## src/rtl/slk_axi_bridge_pkg.sv

```systemverilog
// Shared types and helpers for the sram-to-AXI3 bridge: FSM state encodings,
// constant AXI field values and the write-strobe decode.
package slk_axi_bridge_pkg;

  typedef enum logic [1:0] {
    R_IDLE = 2'd0,
    R_ADDR = 2'd1,
    R_DATA = 2'd2
  } rd_state_t;

  typedef enum logic [1:0] {
    W_IDLE = 2'd0,
    W_ADDR = 2'd1,
    W_RESP = 2'd2
  } wr_state_t;

  localparam logic [1:0] AXI_BURST_INCR = 2'b01;

  localparam logic [1:0] SIZE_BYTE = 2'd0;
  localparam logic [1:0] SIZE_HALF = 2'd1;

  // Byte lanes touched by a single-beat access of the given size at addr[1:0].
  function automatic logic [3:0] size_to_strb(input logic [1:0] size,
                                              input logic [1:0] addr_lo);
    case (size)
      SIZE_BYTE: return 4'b0001 << addr_lo;
      SIZE_HALF: return 4'b0011 << {addr_lo[1], 1'b0};
      default:   return 4'b1111;
    endcase
  endfunction

endpackage

```

## src/rtl/slk_axi_bridge_rr_arbiter.sv

```systemverilog
// Per-direction request arbiter: round-robin (RR=1) or fixed priority with
// channel 0 highest (RR=0). idx_o names the winner even when en_i is low.
module slk_axi_bridge_rr_arbiter #(
  parameter int NCH = 3,
  parameter bit RR  = 1'b1,
  localparam int IW = (NCH > 1) ? $clog2(NCH) : 1
) (
  input  logic           clk,
  input  logic           rst,
  input  logic [NCH-1:0] req_i,
  input  logic           en_i,
  output logic [NCH-1:0] gnt_o,
  output logic [IW-1:0]  idx_o
);

  logic [IW-1:0] ptr_q, ptr_d;
  logic          found;
  int            cand;

  // NOTE: every variable written here gets a default first, so no path leaves
  // it unassigned and no latch is inferred.
  always_comb begin
    idx_o = '0;
    found = 1'b0;
    cand  = 0;
    for (int i = 0; i < NCH; i++) begin
      cand = int'(ptr_q) + i;
      if (cand >= NCH) cand = cand - NCH;
      if (!found && req_i[cand]) begin
        found = 1'b1;
        idx_o = IW'(cand);
      end
    end
  end

  assign gnt_o = (en_i && found) ? (NCH'(1) << idx_o) : '0;

  // The pointer only advances on a real grant, so a stalled winner keeps its turn.
  always_comb begin
    ptr_d = ptr_q;
    if (RR && en_i && found) begin
      ptr_d = (idx_o == IW'(NCH - 1)) ? '0 : idx_o + 1'b1;
    end
  end

  // NOTE: state registers use non-blocking assignments so every flop samples
  // pre-edge values regardless of process evaluation order.
  always_ff @(posedge clk) begin
    if (rst) ptr_q <= '0;
    else     ptr_q <= ptr_d;
  end

endmodule

```

## src/rtl/slk_axi_bridge.sv

```systemverilog
// Bridges NCH sram-like request channels onto one single-beat AXI3 master,
// with one read and one write in flight and read-after-write address blocking.
module slk_axi_bridge
  import slk_axi_bridge_pkg::*;
#(
  parameter int NCH = 3,
  parameter bit RR  = 1'b1,
  localparam int IW = (NCH > 1) ? $clog2(NCH) : 1
) (
  input  logic              clk,
  input  logic              rst,
  // sram-like channels
  input  logic [NCH-1:0]    req_i,
  input  logic [NCH-1:0]    wr_i,
  input  logic [NCH*2-1:0]  size_i,
  input  logic [NCH*32-1:0] addr_i,
  input  logic [NCH*32-1:0] wdata_i,
  output logic [NCH-1:0]    addr_ok_o,
  output logic [NCH-1:0]    data_ok_o,
  output logic [31:0]       rdata_o,
  // AXI read address
  output logic [3:0]        arid_o,
  output logic [31:0]       araddr_o,
  output logic [7:0]        arlen_o,
  output logic [2:0]        arsize_o,
  output logic [1:0]        arburst_o,
  output logic [1:0]        arlock_o,
  output logic [3:0]        arcache_o,
  output logic [2:0]        arprot_o,
  output logic              arvalid_o,
  input  logic              arready_i,
  // AXI read data
  input  logic [3:0]        rid_i,
  input  logic [31:0]       rdata_i,
  input  logic [1:0]        rresp_i,
  input  logic              rlast_i,
  input  logic              rvalid_i,
  output logic              rready_o,
  // AXI write address
  output logic [3:0]        awid_o,
  output logic [31:0]       awaddr_o,
  output logic [7:0]        awlen_o,
  output logic [2:0]        awsize_o,
  output logic [1:0]        awburst_o,
  output logic [1:0]        awlock_o,
  output logic [3:0]        awcache_o,
  output logic [2:0]        awprot_o,
  output logic              awvalid_o,
  input  logic              awready_i,
  // AXI write data
  output logic [3:0]        wid_o,
  output logic [31:0]       wdata_o,
  output logic [3:0]        wstrb_o,
  output logic              wlast_o,
  output logic              wvalid_o,
  input  logic              wready_i,
  // AXI write response
  input  logic [3:0]        bid_i,
  input  logic [1:0]        bresp_i,
  input  logic              bvalid_i,
  output logic              bready_o
);

  logic [31:0] addr_a  [NCH];
  logic [31:0] wdata_a [NCH];
  logic [1:0]  size_a  [NCH];

  for (genvar g = 0; g < NCH; g++) begin : g_unpack
    assign addr_a[g]  = addr_i[g*32 +: 32];
    assign wdata_a[g] = wdata_i[g*32 +: 32];
    assign size_a[g]  = size_i[g*2 +: 2];
  end

  rd_state_t     r_state_q, r_state_d;
  logic [IW-1:0] r_owner_q, r_owner_d;
  logic [31:0]   r_addr_q, r_addr_d;
  logic [1:0]    r_size_q, r_size_d;

  wr_state_t     w_state_q, w_state_d;
  logic [IW-1:0] w_owner_q, w_owner_d;
  logic [31:0]   w_addr_q, w_addr_d;
  logic [1:0]    w_size_q, w_size_d;
  logic [31:0]   w_data_q, w_data_d;
  logic [3:0]    w_strb_q, w_strb_d;
  logic          aw_done_q, aw_done_d;
  logic          w_done_q, w_done_d;

  logic [NCH-1:0] rd_gnt, wr_gnt;
  logic [IW-1:0]  rd_idx, wr_idx;
  logic           rd_hazard, rd_en, wr_en;
  logic           aw_now, w_now;

  // A read to the word the in-flight write targets must wait for its response.
  assign rd_hazard = (w_state_q != W_IDLE) && (addr_a[rd_idx][31:2] == w_addr_q[31:2]);
  assign rd_en     = (r_state_q == R_IDLE) && !rd_hazard;
  assign wr_en     = (w_state_q == W_IDLE);

  slk_axi_bridge_rr_arbiter #(.NCH(NCH), .RR(RR)) u_rd_arb (
    .clk   (clk),
    .rst   (rst),
    .req_i (req_i & ~wr_i),
    .en_i  (rd_en),
    .gnt_o (rd_gnt),
    .idx_o (rd_idx)
  );

  slk_axi_bridge_rr_arbiter #(.NCH(NCH), .RR(RR)) u_wr_arb (
    .clk   (clk),
    .rst   (rst),
    .req_i (req_i & wr_i),
    .en_i  (wr_en),
    .gnt_o (wr_gnt),
    .idx_o (wr_idx)
  );

  assign addr_ok_o = rd_gnt | wr_gnt;

  always_comb begin
    r_state_d = r_state_q;
    r_owner_d = r_owner_q;
    r_addr_d  = r_addr_q;
    r_size_d  = r_size_q;
    case (r_state_q)
      R_IDLE: if (|rd_gnt) begin
        r_state_d = R_ADDR;
        r_owner_d = rd_idx;
        r_addr_d  = addr_a[rd_idx];
        r_size_d  = size_a[rd_idx];
      end
      R_ADDR:  if (arready_i) r_state_d = R_DATA;
      R_DATA:  if (rvalid_i && rlast_i) r_state_d = R_IDLE;
      default: r_state_d = R_IDLE;
    endcase
  end

  // AW and W complete independently; the done flags remember whichever went first.
  assign aw_now = aw_done_q || awready_i;
  assign w_now  = w_done_q || wready_i;

  always_comb begin
    w_state_d = w_state_q;
    w_owner_d = w_owner_q;
    w_addr_d  = w_addr_q;
    w_size_d  = w_size_q;
    w_data_d  = w_data_q;
    w_strb_d  = w_strb_q;
    aw_done_d = aw_done_q;
    w_done_d  = w_done_q;
    case (w_state_q)
      W_IDLE: if (|wr_gnt) begin
        w_state_d = W_ADDR;
        w_owner_d = wr_idx;
        w_addr_d  = addr_a[wr_idx];
        w_size_d  = size_a[wr_idx];
        w_data_d  = wdata_a[wr_idx];
        w_strb_d  = size_to_strb(size_a[wr_idx], addr_a[wr_idx][1:0]);
      end
      W_ADDR: begin
        if (aw_now && w_now) begin
          w_state_d = W_RESP;
          aw_done_d = 1'b0;
          w_done_d  = 1'b0;
        end else begin
          aw_done_d = aw_now;
          w_done_d  = w_now;
        end
      end
      W_RESP:  if (bvalid_i) w_state_d = W_IDLE;
      default: w_state_d = W_IDLE;
    endcase
  end

  // NOTE: the address/data latches are reset too, not just the state, because
  // they drive AXI outputs directly and must read zero out of reset.
  always_ff @(posedge clk) begin
    if (rst) begin
      r_state_q <= R_IDLE;
      r_owner_q <= '0;
      r_addr_q  <= '0;
      r_size_q  <= '0;
      w_state_q <= W_IDLE;
      w_owner_q <= '0;
      w_addr_q  <= '0;
      w_size_q  <= '0;
      w_data_q  <= '0;
      w_strb_q  <= '0;
      aw_done_q <= 1'b0;
      w_done_q  <= 1'b0;
    end else begin
      r_state_q <= r_state_d;
      r_owner_q <= r_owner_d;
      r_addr_q  <= r_addr_d;
      r_size_q  <= r_size_d;
      w_state_q <= w_state_d;
      w_owner_q <= w_owner_d;
      w_addr_q  <= w_addr_d;
      w_size_q  <= w_size_d;
      w_data_q  <= w_data_d;
      w_strb_q  <= w_strb_d;
      aw_done_q <= aw_done_d;
      w_done_q  <= w_done_d;
    end
  end

  always_comb begin
    data_ok_o = '0;
    if (r_state_q == R_DATA && rvalid_i && rlast_i) data_ok_o[r_owner_q] = 1'b1;
    if (w_state_q == W_RESP && bvalid_i)            data_ok_o[w_owner_q] = 1'b1;
  end

  assign rdata_o = rdata_i;

  assign arid_o    = 4'(r_owner_q);
  assign araddr_o  = r_addr_q;
  assign arlen_o   = 8'd0;
  assign arsize_o  = {1'b0, r_size_q};
  assign arburst_o = AXI_BURST_INCR;
  assign arlock_o  = 2'b00;
  assign arcache_o = 4'b0000;
  assign arprot_o  = 3'b000;
  assign arvalid_o = (r_state_q == R_ADDR);
  assign rready_o  = (r_state_q == R_DATA);

  assign awid_o    = 4'(w_owner_q);
  assign awaddr_o  = w_addr_q;
  assign awlen_o   = 8'd0;
  assign awsize_o  = {1'b0, w_size_q};
  assign awburst_o = AXI_BURST_INCR;
  assign awlock_o  = 2'b00;
  assign awcache_o = 4'b0000;
  assign awprot_o  = 3'b000;
  assign awvalid_o = (w_state_q == W_ADDR) && !aw_done_q;

  assign wid_o    = awid_o;
  assign wdata_o  = w_data_q;
  assign wstrb_o  = w_strb_q;
  assign wlast_o  = 1'b1;
  assign wvalid_o = (w_state_q == W_ADDR) && !w_done_q;
  assign bready_o = (w_state_q == W_RESP);

  // Only one transaction per direction is outstanding, so IDs and responses carry no information.
  logic unused_axi;
  assign unused_axi = ^{rid_i, rresp_i, bid_i, bresp_i};

endmodule

```

## config.mk

```make
export PLATFORM = sky130hd
export DESIGN_NAME = slk_axi_bridge
export DESIGN_NICKNAME = d
export VERILOG_FILES = /design/src/rtl/slk_axi_bridge_pkg.sv /design/src/rtl/slk_axi_bridge_rr_arbiter.sv /design/src/rtl/slk_axi_bridge.sv
export SDC_FILE = /design/constraint.sdc
export NUM_CORES = 1
export LEC_CHECK = 0
export CAP_MARGIN = 15
export CORE_AREA = 2 2 176 178
export DETAILED_ROUTE_END_ITERATION = 7
export DIE_AREA = 0 0 178 180
export PLACE_DENSITY = 0.7
export SLEW_MARGIN = 20
export SYNTH_ARGS = -nofsm -noshare
export SYNTH_HDL_FRONTEND = slang
export SYNTH_HIERARCHICAL = 1
export SYNTH_SLANG_ARGS = --single-unit
```

## constraint.sdc

```tcl
create_clock -name clk -period 13 [get_ports clk]
set_clock_uncertainty 0.15 [all_clocks]
set_input_delay 1.95 -clock clk [delete_from_list [all_inputs] [get_ports clk]]
set_output_delay 1.95 -clock clk [all_outputs]
set_load 0.02 [all_outputs]
```

Word-level counts from Yosys, hierarchy flattened
Cells that the tools add are included.

storage, ports and cells
  register bits = 118
  input bits = 256
  word-level logic and storage cells = 177

operators by class
  add/subtract/negate cells = 12
  magnitude comparators = 18
  equal/unequal tests = 14
  shifts and indexed selects = 4
  muxes and demuxes = 72
  bitwise gates (word level) = 7
  reductions and logical operators = 36

operators by type and width
  operator                                               number
  two-way mux 32 bit                                     12
  binary-select mux 32 bit (select 2 bit)                3
  < comparator 32 x 4 -> 1 bit (second input constant)   6
  >= comparator 32 x 3 -> 1 bit (second input constant)  4
  subtractor 32 x 3 -> 32 bit (second input constant)    4
  two-way mux 2 bit                                      18
  == test 30 bit                                         1
  two-way mux 1 bit                                      22
  logical AND 1 bit                                      17
  binary-select mux 1 bit (select 2 bit)                 6
  two-way mux 3 bit                                      4
  case mux 2 bit (3 select lines)                        2
  binary-select mux 2 bit (select 2 bit)                 2
  == test 2 bit (second input constant)                  4
  case mux 4 bit (2 select lines)                        1
  zero test 1 bit                                        7
  adder 2 x 1 -> 3 bit (second input constant)           2
  adder 2 x 2 -> 3 bit (second input constant)           2
  AND 3 bit                                              2
  == test 2 x 1 -> 1 bit (second input constant)         3
  >= comparator 3 bit (second input constant)            2
  zero test 2 bit                                        3
  < comparator 2 x 3 -> 1 bit (second input constant)    2
  != test 2 x 1 -> 1 bit (second input constant)         3
  17 further kinds                                       31

Depth between registers and ports, before layout
Gate-level depths: netlist (run 1).

  word-level depth = 25
  gate-level depth with buffers = 21
  depth with buffers taken out = 18

Modules after synthesis
Netlist (run 1), hierarchy kept.

by module, submodules not included
  module                     times used  cells each  area each (sq um)
  slk_axi_bridge             1           910         7135.6
  slk_axi_bridge_rr_arbiter  2           40          321.6

Least setup slack after synthesis (run 1)
Ideal clock, no wire load.

  path kind = input to output
  start = input port req_i[2]
  end = output port addr_ok_o[2]
  arrival = 4924 ps
  required time = 10900 ps
  slack = 5976 ps
  cell stages on the path = 15
  buffers on the path = 2
  cells stage by stage = nor2b_1 > mux2i_1 > o22ai_1 > o41ai_2 > buf_6 > buf_6 > mux2i_1 > o22ai_1 > o41ai_1 > and3_1 > nand4_1 > o31a_1 > o211a_1 > and2_1 > or2_2

on the way
  cells in the longest elaborated chain, start to end = 22
  elaborated cells between the ends (all ways) = 55

ends and longest elaborated chain
  element                                               line                             source
  start, declared                                       slk_axi_bridge.sv:13             input logic [NCH-1:0] req_i,
  AND 3 bit (*)                                         slk_axi_bridge.sv:101            .req_i (req_i & ~wr_i),
  binary-select mux 1 bit (select 2 bit)                slk_axi_bridge_rr_arbiter.sv:29  if (!found && req_i[cand]) begin
  two-way mux 1 bit (not written as such) (2 in a row)  slk_axi_bridge_rr_arbiter.sv:29
  two-way mux 1 bit                                     slk_axi_bridge_rr_arbiter.sv:29
  zero test 1 bit                                       slk_axi_bridge_rr_arbiter.sv:29
  logical AND 1 bit                                     slk_axi_bridge_rr_arbiter.sv:29
  two-way mux 1 bit                                     slk_axi_bridge_rr_arbiter.sv:29
  zero test 1 bit                                       slk_axi_bridge_rr_arbiter.sv:29
  [... 2 more ...]                                      --
  via rd_idx[0]                                         slk_axi_bridge.sv:89             logic [IW-1:0] rd_idx, wr_idx;
  [... 5 more ...]                                      --
  logical AND 1 bit (*)                                 slk_axi_bridge.sv:94             assign rd_hazard = (w_state_q != W_IDLE) && (addr_a[rd_idx][31:2] == w_addr_q[31:2]);
  zero test 1 bit (*)                                   slk_axi_bridge.sv:95             assign rd_en = (r_state_q == R_IDLE) && !rd_hazard;
  logical AND 1 bit (*)                                 slk_axi_bridge.sv:95
  via rd_en                                             slk_axi_bridge.sv:90             logic rd_hazard, rd_en, wr_en;
  logical AND 1 bit (*)                                 slk_axi_bridge_rr_arbiter.sv:36  assign gnt_o = (en_i && found) ? (NCH'(1) << idx_o) : '0;
  two-way mux 3 bit (*)                                 slk_axi_bridge_rr_arbiter.sv:36
  via rd_gnt[2]                                         slk_axi_bridge.sv:88             logic [NCH-1:0] rd_gnt, wr_gnt;
  OR 3 bit (*)                                          slk_axi_bridge.sv:116            assign addr_ok_o = rd_gnt | wr_gnt;
  end, declared                                         slk_axi_bridge.sv:18             output logic [NCH-1:0] addr_ok_o,

The timed path passes the listed nets; every way through them passes the cells marked *. The select of a mux whose other input is x is not followed.

Worst setup path after layout (run 1)
Same ends and word-level chain as after synthesis.

==> results_dict.tcl, run 1 <==
set metrics [dict create \
    status "completed" \
    wl_mm 31.6 \
    report.final.slew_viol_count 0 \
    mappedNetlistArea_um2 7780 \
    fillCellCount 3076 \
    power.leakage_nw 4.18 \
    async_flop_share_pct 0 \
    avgSynthCellArea_um2 7.86 \
    gp_congestion 0.790 \
    p_per_area_nw_per_um2 258 \
    grt_pass1_wl_mm 47.0 \
    drive_gt1_share_pct 5.06 \
    numCtsBuffers 17 \
    finalPower_w 0.00299 \
    wl_per_cell_um 19.0 \
    reg2regPathDepth 20 \
    hpwl_mm 23.3 \
    cp.required_ps 10900 \
    crit_type "input port to primary output" \
    seq_area_frac_synth_pct 30.4 \
    yosysTopAreaCellShare_pct 30.4 \
    antenna_left 0 \
    cts-root-buf "clkbuf_16" \
    endpoint_kind "primary output" \
    track_usage_pct 19.3 \
    crit_arrival_ps 7040 \
    yosys.area.top_type "dfxtp_1" \
    ys_ff_latch 118 \
    cts_sinks 118 \
    relSlewSlack_pct 43.3 \
    min_path_type "flip-flop to flip-flop" \
    hold_viol 0 \
    grt_overflow 0 \
    initial_utilization_pct 25.8 \
    final_nets 1515 \
    hold_depth 2 \
    syn_inst 990 \
    crit_start "req_i[2]" \
    multi_input_area_um2 4680 \
    fmax_ghz 0.109 \
    synth.area.top_cells "dfxtp_1 (30%), mux2i_1 (13%), nor2_1 (9.5%)" \
    layout_setup_ws_ps 3860 \
    ys_types 48 \
    finalCriticalPeriod_ps 9140 \
    place_ws_ps 3870 \
    drt_first_pass_iters 5 \
    synth.most_common_cell "nor2_1" \
    cts.clk_slew.worst_paths_ps 60 \
    finalSetupTns_ps 0 \
    diodes 0 \
    synth-edff-count 0 \
    cp_max_fo 38 \
    min_from "araddr_o[6]" \
    synth_common_cells "nor2_1 (197), dfxtp_1 (118), mux2i_1 (103)" \
    dieArea_um2 32000 \
    instances_no_fill 1660 \
    cts_setup_buffers 0 \
    drc 0 \
    ff_latch_area_um2 2360 \
    final_util_pct 38.4 \
    reg2reg_setup_slack_ps 7130 \
    vias_per_cell 4.85 \
    rsz0062_at_grt "false" \
    tightestPinTransition_ps 851 \
    peakVddDrop_mv 0.122 \
    final-setup-viol-count 0 \
    cts-resized-gates 0 \
    dp.cells 1628 \
    ys.flop_type "dfxtp_1" \
    port_buffers 332 \
    area_growth_pct 49.1 \
    die-height_um 180 \
    die_x_um 178 \
    cap_violations 0 \
    grt_pass1_vias 7940 \
    ys_warn_count 6 \
    clk_latency_ps 420 \
    cts_tree "done" \
    drtIter0Drc 368 \
    ctsHoldBuffers 0 \
    grt_max_degree 61 \
    core-area_um2 30200 \
    finalCritPeriodShare_pct 70.3 \
    r2r-start "u_rd_arb/ptr_q[0]" \
    clk_path_buf_depth 2 \
    htreeDepth 4 \
    start_kind "input port" \
    antenna_found_initial 2 \
    pin_count 456 \
    r2r_end "araddr_o[8]" \
    rows 64 \
    min_to "araddr_o[6]" \
    num_vias 8058 \
]
[per-stage QoR]
step | cell area (µm²) | hold slack, ps
2_1_floorplan | 7950 | 314
6_report | 11600 | 304
4_1_cts | 11600 | 305
3_5_place_dp | 11000 | 298
5_1_grt | 11600 | 316
3_3_place_gp | 11000 | 295
[cells in the final DEF (no fill, tap or decap), drive strengths merged, types with 6 or more instances in the layout]
cell,count
clkdlybuf4s50,331
nor2,197
dfxtp,118
mux2i,103
nor3,87
a211oi,81
conb,47
a21oi,33
nand2,32
nor2b,24
clkbuf,19
o2bb2ai,16
xor2,16
buf,16
inv,16
nand2b,15
o21ai,14
o22ai,9
ha,8
a22oi,7
a221oi,7
and2,6
clkinvlp,6
o31ai,6
[layer usage]
| layer | share of wire, % | GRT usage (%) | routed length, µm | up-vias |
|---|---|---|---|---|
| met1 | 42 | 23.0 | 13200 | 3794 |
| met4 | 1.3 | 5.02 | 408 | 0 |
| li1 | - | - | - | 3899 |
| met5 | 0 | 0 | 0 | - |
| met3 | 7.3 | 5.22 | 2310 | 32 |
| met2 | 50 | 34.0 | 15700 | 333 |
[registers in the layout, summed over array words and instances (netlist names), 4 cells and up]
register  flops
wstrb_o       4
araddr_o     32
wdata_o      32
awaddr_o     32
[cells by family (layout without fill, tap and decap cells)]
| family | Yosys count | count (layout) | synth area share (%) |
|---|---|---|---|
| buffers and inverters | 164 | 393 | 12.4 |
| DFF | 118 | 118 | 30.4 |
| muxes | 107 | 107 | 13.8 |
| AOI/OAI and AO/OA | 197 | 197 | 18.4 |
| xor gates and xnor gates | 19 | 19 | 2.14 |
| adders and majority gates | 8 | 8 | 1.29 |
| and+or+nand+nor | 375 | 375 | 21.5 |
| other | 2 | 47 | 0.0965 |
[worst max-delay path by stage]
stage / slack, ps / end
2_1_floorplan: 5980 / addr_ok_o[2]
3_3_place_gp: 3940 / addr_ok_o[0]
3_5_place_dp: 3870 / addr_ok_o[2]
4_1_cts: 3880 / addr_ok_o[2]
5_1_grt: 3620 / addr_ok_o[0]
6_report: 3860 / addr_ok_o[2]
[layout make-up]
cell class	instances	area share [%]
Inverter	14	0.453
Tap cell	396	4.27
Clock inverter	13	1.07
Sequential cell	118	20.4
Clock buffer	19	3.82
Multi-Input combinational cell	753	40.4
Timing Repair Buffer	347	29.6
[critical path: stages]
cell and delay, ps:
clkdlybuf4s50_1 460, nor2b_1 320, nor3b_1 240, o211ai_1 110
o211ai_1 130, buf_4 490, nor2b_4 250, buf_4 400
a2bb2oi_1 220, a22o_1 280, a221oi_1 300, nand4_1 230
o31a_1 360, o211a_1 170, and2_1 210, or2_2 310
clkdlybuf4s50_1 540
[report_power, final]
| group | total, W | internal, W | switching, W | leakage (nW) |
|---|---|---|---|---|
| sequential | 0.000571 | 0.000489 | 0.0000818 | 0.973 |
| combinational | 0.00196 | 0.000741 | 0.00122 | 2.95 |
| clock | 0.000460 | 0.000270 | 0.000190 | 0.259 |
| total | 0.00299 | 0.00150 | 0.00149 | 4.18 |
Power figures use the tool's default switching activity.
==> inputs of run 2 (changes only) <==
--- a/config.mk
+++ b/config.mk
@@ -9,7 +9,7 @@
 export CORE_AREA = 2 2 176 178
 export DETAILED_ROUTE_END_ITERATION = 7
 export DIE_AREA = 0 0 178 180
-export PLACE_DENSITY = 0.7
+export PLACE_DENSITY = 0.72
 export SLEW_MARGIN = 20
 export SYNTH_ARGS = -nofsm -noshare
 export SYNTH_HDL_FRONTEND = slang
==> constraint.sdc (replaced) <==
create_clock -name clk -period 7.9 [get_ports clk]
set_clock_uncertainty 0.15 [all_clocks]
set_input_delay 1.185 -clock clk [delete_from_list [all_inputs] [get_ports clk]]
set_output_delay 1.185 -clock clk [all_outputs]
set_load 0.02 [all_outputs]
==> results_dict.tcl, run 2 (synthesis results as in run 1) <==
set metrics [dict create \
    clk_path_buf_depth 2 \
    wl_mm 32.7 \
    dieArea_um2 32000 \
    grt_pass1_wl_mm 48.7 \
    final_cell_mix "clkdlybuf4s50_1 (331), nor2_1 (197), dfxtp_1 (118)" \
    hpwl_mm 24.4 \
    crit_type "input port to primary output" \
    cts_sinks 118 \
    cts.clk_slew.worst_paths_ps 50 \
    fin_area_um2 11700 \
    switching_share_pct 49.0 \
    finalCritPeriodShare_pct 94.3 \
    vias_per_cell 4.85 \
    num_vias 8088 \
    cp_max_fo 17 \
    ctsHoldBuffers 0 \
    drtIter0Drc 353 \
    core-area_um2 30200 \
    intPower_w 0.00258 \
    rsz0062_at_grt "false" \
    dp.cells 1631 \
    die-height_um 180 \
    rows 64 \
    wl_per_cell_um 19.6 \
    cpPeakStageDelay_ps 720 \
    final_common_cell "clkdlybuf4s50_1" \
    pin_count 456 \
    crit_arrival_ps 6110 \
    clk_latency_ps 420 \
    finalSetupTns_ps 0 \
    hold_viol 0 \
    p_per_area_nw_per_um2 431 \
    grt_overflow 0 \
    layout_setup_ws_ps 453 \
    power.leakage_nw 4.23 \
    cts_tree "done" \
    min_path_type "flip-flop to flip-flop" \
    placed_cell_area_um2 11100 \
    relSlewSlack_pct 39.7 \
    final-setup-viol-count 0 \
    cp_slowest_cell "o41ai_4" \
    tightestPinTransition_ps 905 \
    drive_gt1_share_pct 5.21 \
    finalCriticalPeriod_ps 7450 \
    fillCellCount 3067 \
    port_buffers 332 \
    antenna_left 0 \
    status "completed" \
    place_ws_ps 544 \
    grt_pass1_vias 8147 \
    pwr-share-comb_pct 64.5 \
    cts-resized-gates 0 \
    initial_utilization_pct 25.8 \
    cts_setup_buffers 0 \
    final_nets 1518 \
    grt_max_degree 77 \
    endpoint_kind "primary output" \
    numCtsBuffers 17 \
    peakVddDrop_mv 0.280 \
    instances_no_fill 1668 \
    p_clk_share_pct 16.7 \
    sequentialPowerShare_pct 18.8 \
    die_x_um 178 \
    htreeDepth 4 \
    antenna_found_initial 6 \
    final_util_pct 38.8 \
    cp.required_ps 6570 \
    critPathBufInv 3 \
    drc 0 \
    area_growth_pct 50.5 \
    fmax_ghz 0.134 \
    cap_violations 0 \
    cts-root-buf "clkbuf_16" \
    drt_first_pass_iters 6 \
    worstPathCellList "clkdlybuf4s50_1 > nor2b_1 > mux2i_1 > o22ai_1 > o41ai_4 > buf_12 > mux2i_1 > o22ai_1 > o41ai_1 > and3_1 > nand4_1 > o31a_1 > o211a_1 > and2_1 > or2_2 > clkdlybuf4s50_1" \
    track_usage_pct 20.0 \
    gp_congestion 0.846 \
    crit_family "compound AO/OA/AOI/OAI gates" \
    switching_power_w 0.00247 \
    start_kind "input port" \
    report.final.slew_viol_count 0 \
]
## run 2: cell count changes in the layout (fill, tap and decap cells not counted), sizes merged, moves of 2 or more
| cell | change |
|---|---|
| inv | -2 |
| buf | +3 |
| diode | +5 |
| bufinv | +3 |
## run 2: power groups by stage
| stage | registers (W) | clock network [W] | logic, W |
|---|---|---|---|
| final | 0.000948 | 0.000845 | 0.00326 |
| after floorplan | 0.00113 | 0 | 0.00191 |
| after detailed placement | 0.000959 | 0 | 0.00327 |
| after global routing | 0.000974 | 0.000895 | 0.00355 |
| after global placement | 0.000947 | 0 | 0.00322 |
| after CTS | 0.000948 | 0.000870 | 0.00329 |
## run 2: final cells by class
cell class	count	area [µm²]	area share (%)
diodes	5	12.5	0.107
clock buffers	20	447	3.82
clock inverters	12	176	1.51
inverters	14	52.6	0.449
multi-input cells	753	4690	40.1
flip-flops and latches	118	2360	20.2
well taps	396	495	4.23
repair buffers	350	3470	29.6
## run 2: final timing paths
path	from	endpoint	slack (ps)	cells past startpoint
max	req_i[2]	addr_ok_o[2]	450	16
max reg2reg	u_rd_arb/ptr_q[0]	araddr_o[22]	2110	19
min	araddr_o[19]	araddr_o[19]	310	2
min reg2reg	araddr_o[19]	araddr_o[19]	310	2
## run 2: worst min-delay path, cell delays in order, from the launching register on
cell	delay (ps)
dfxtp_1	300
nand2_1	50
a21oi_1	50
## run 2: per-stage QoR
stage | power, W | hold WS [ps]
floorplan | 0.00304 | 314
global placement | 0.00417 | 298
detailed placement | 0.00423 | 303
CTS | 0.00511 | 310
global route | 0.00542 | 341
finish | 0.00505 | 308
## run 2: routing by layer
metal | global-route usage, % | up-vias | part of all wire (%)
li1 | - | 3919 | -
met5 | 0 | - | 0.049
met1 | 22.9 | 3791 | 40
met2 | 33.9 | 322 | 49
met4 | 7.97 | 2 | 2.9
met3 | 6.77 | 54 | 8.2
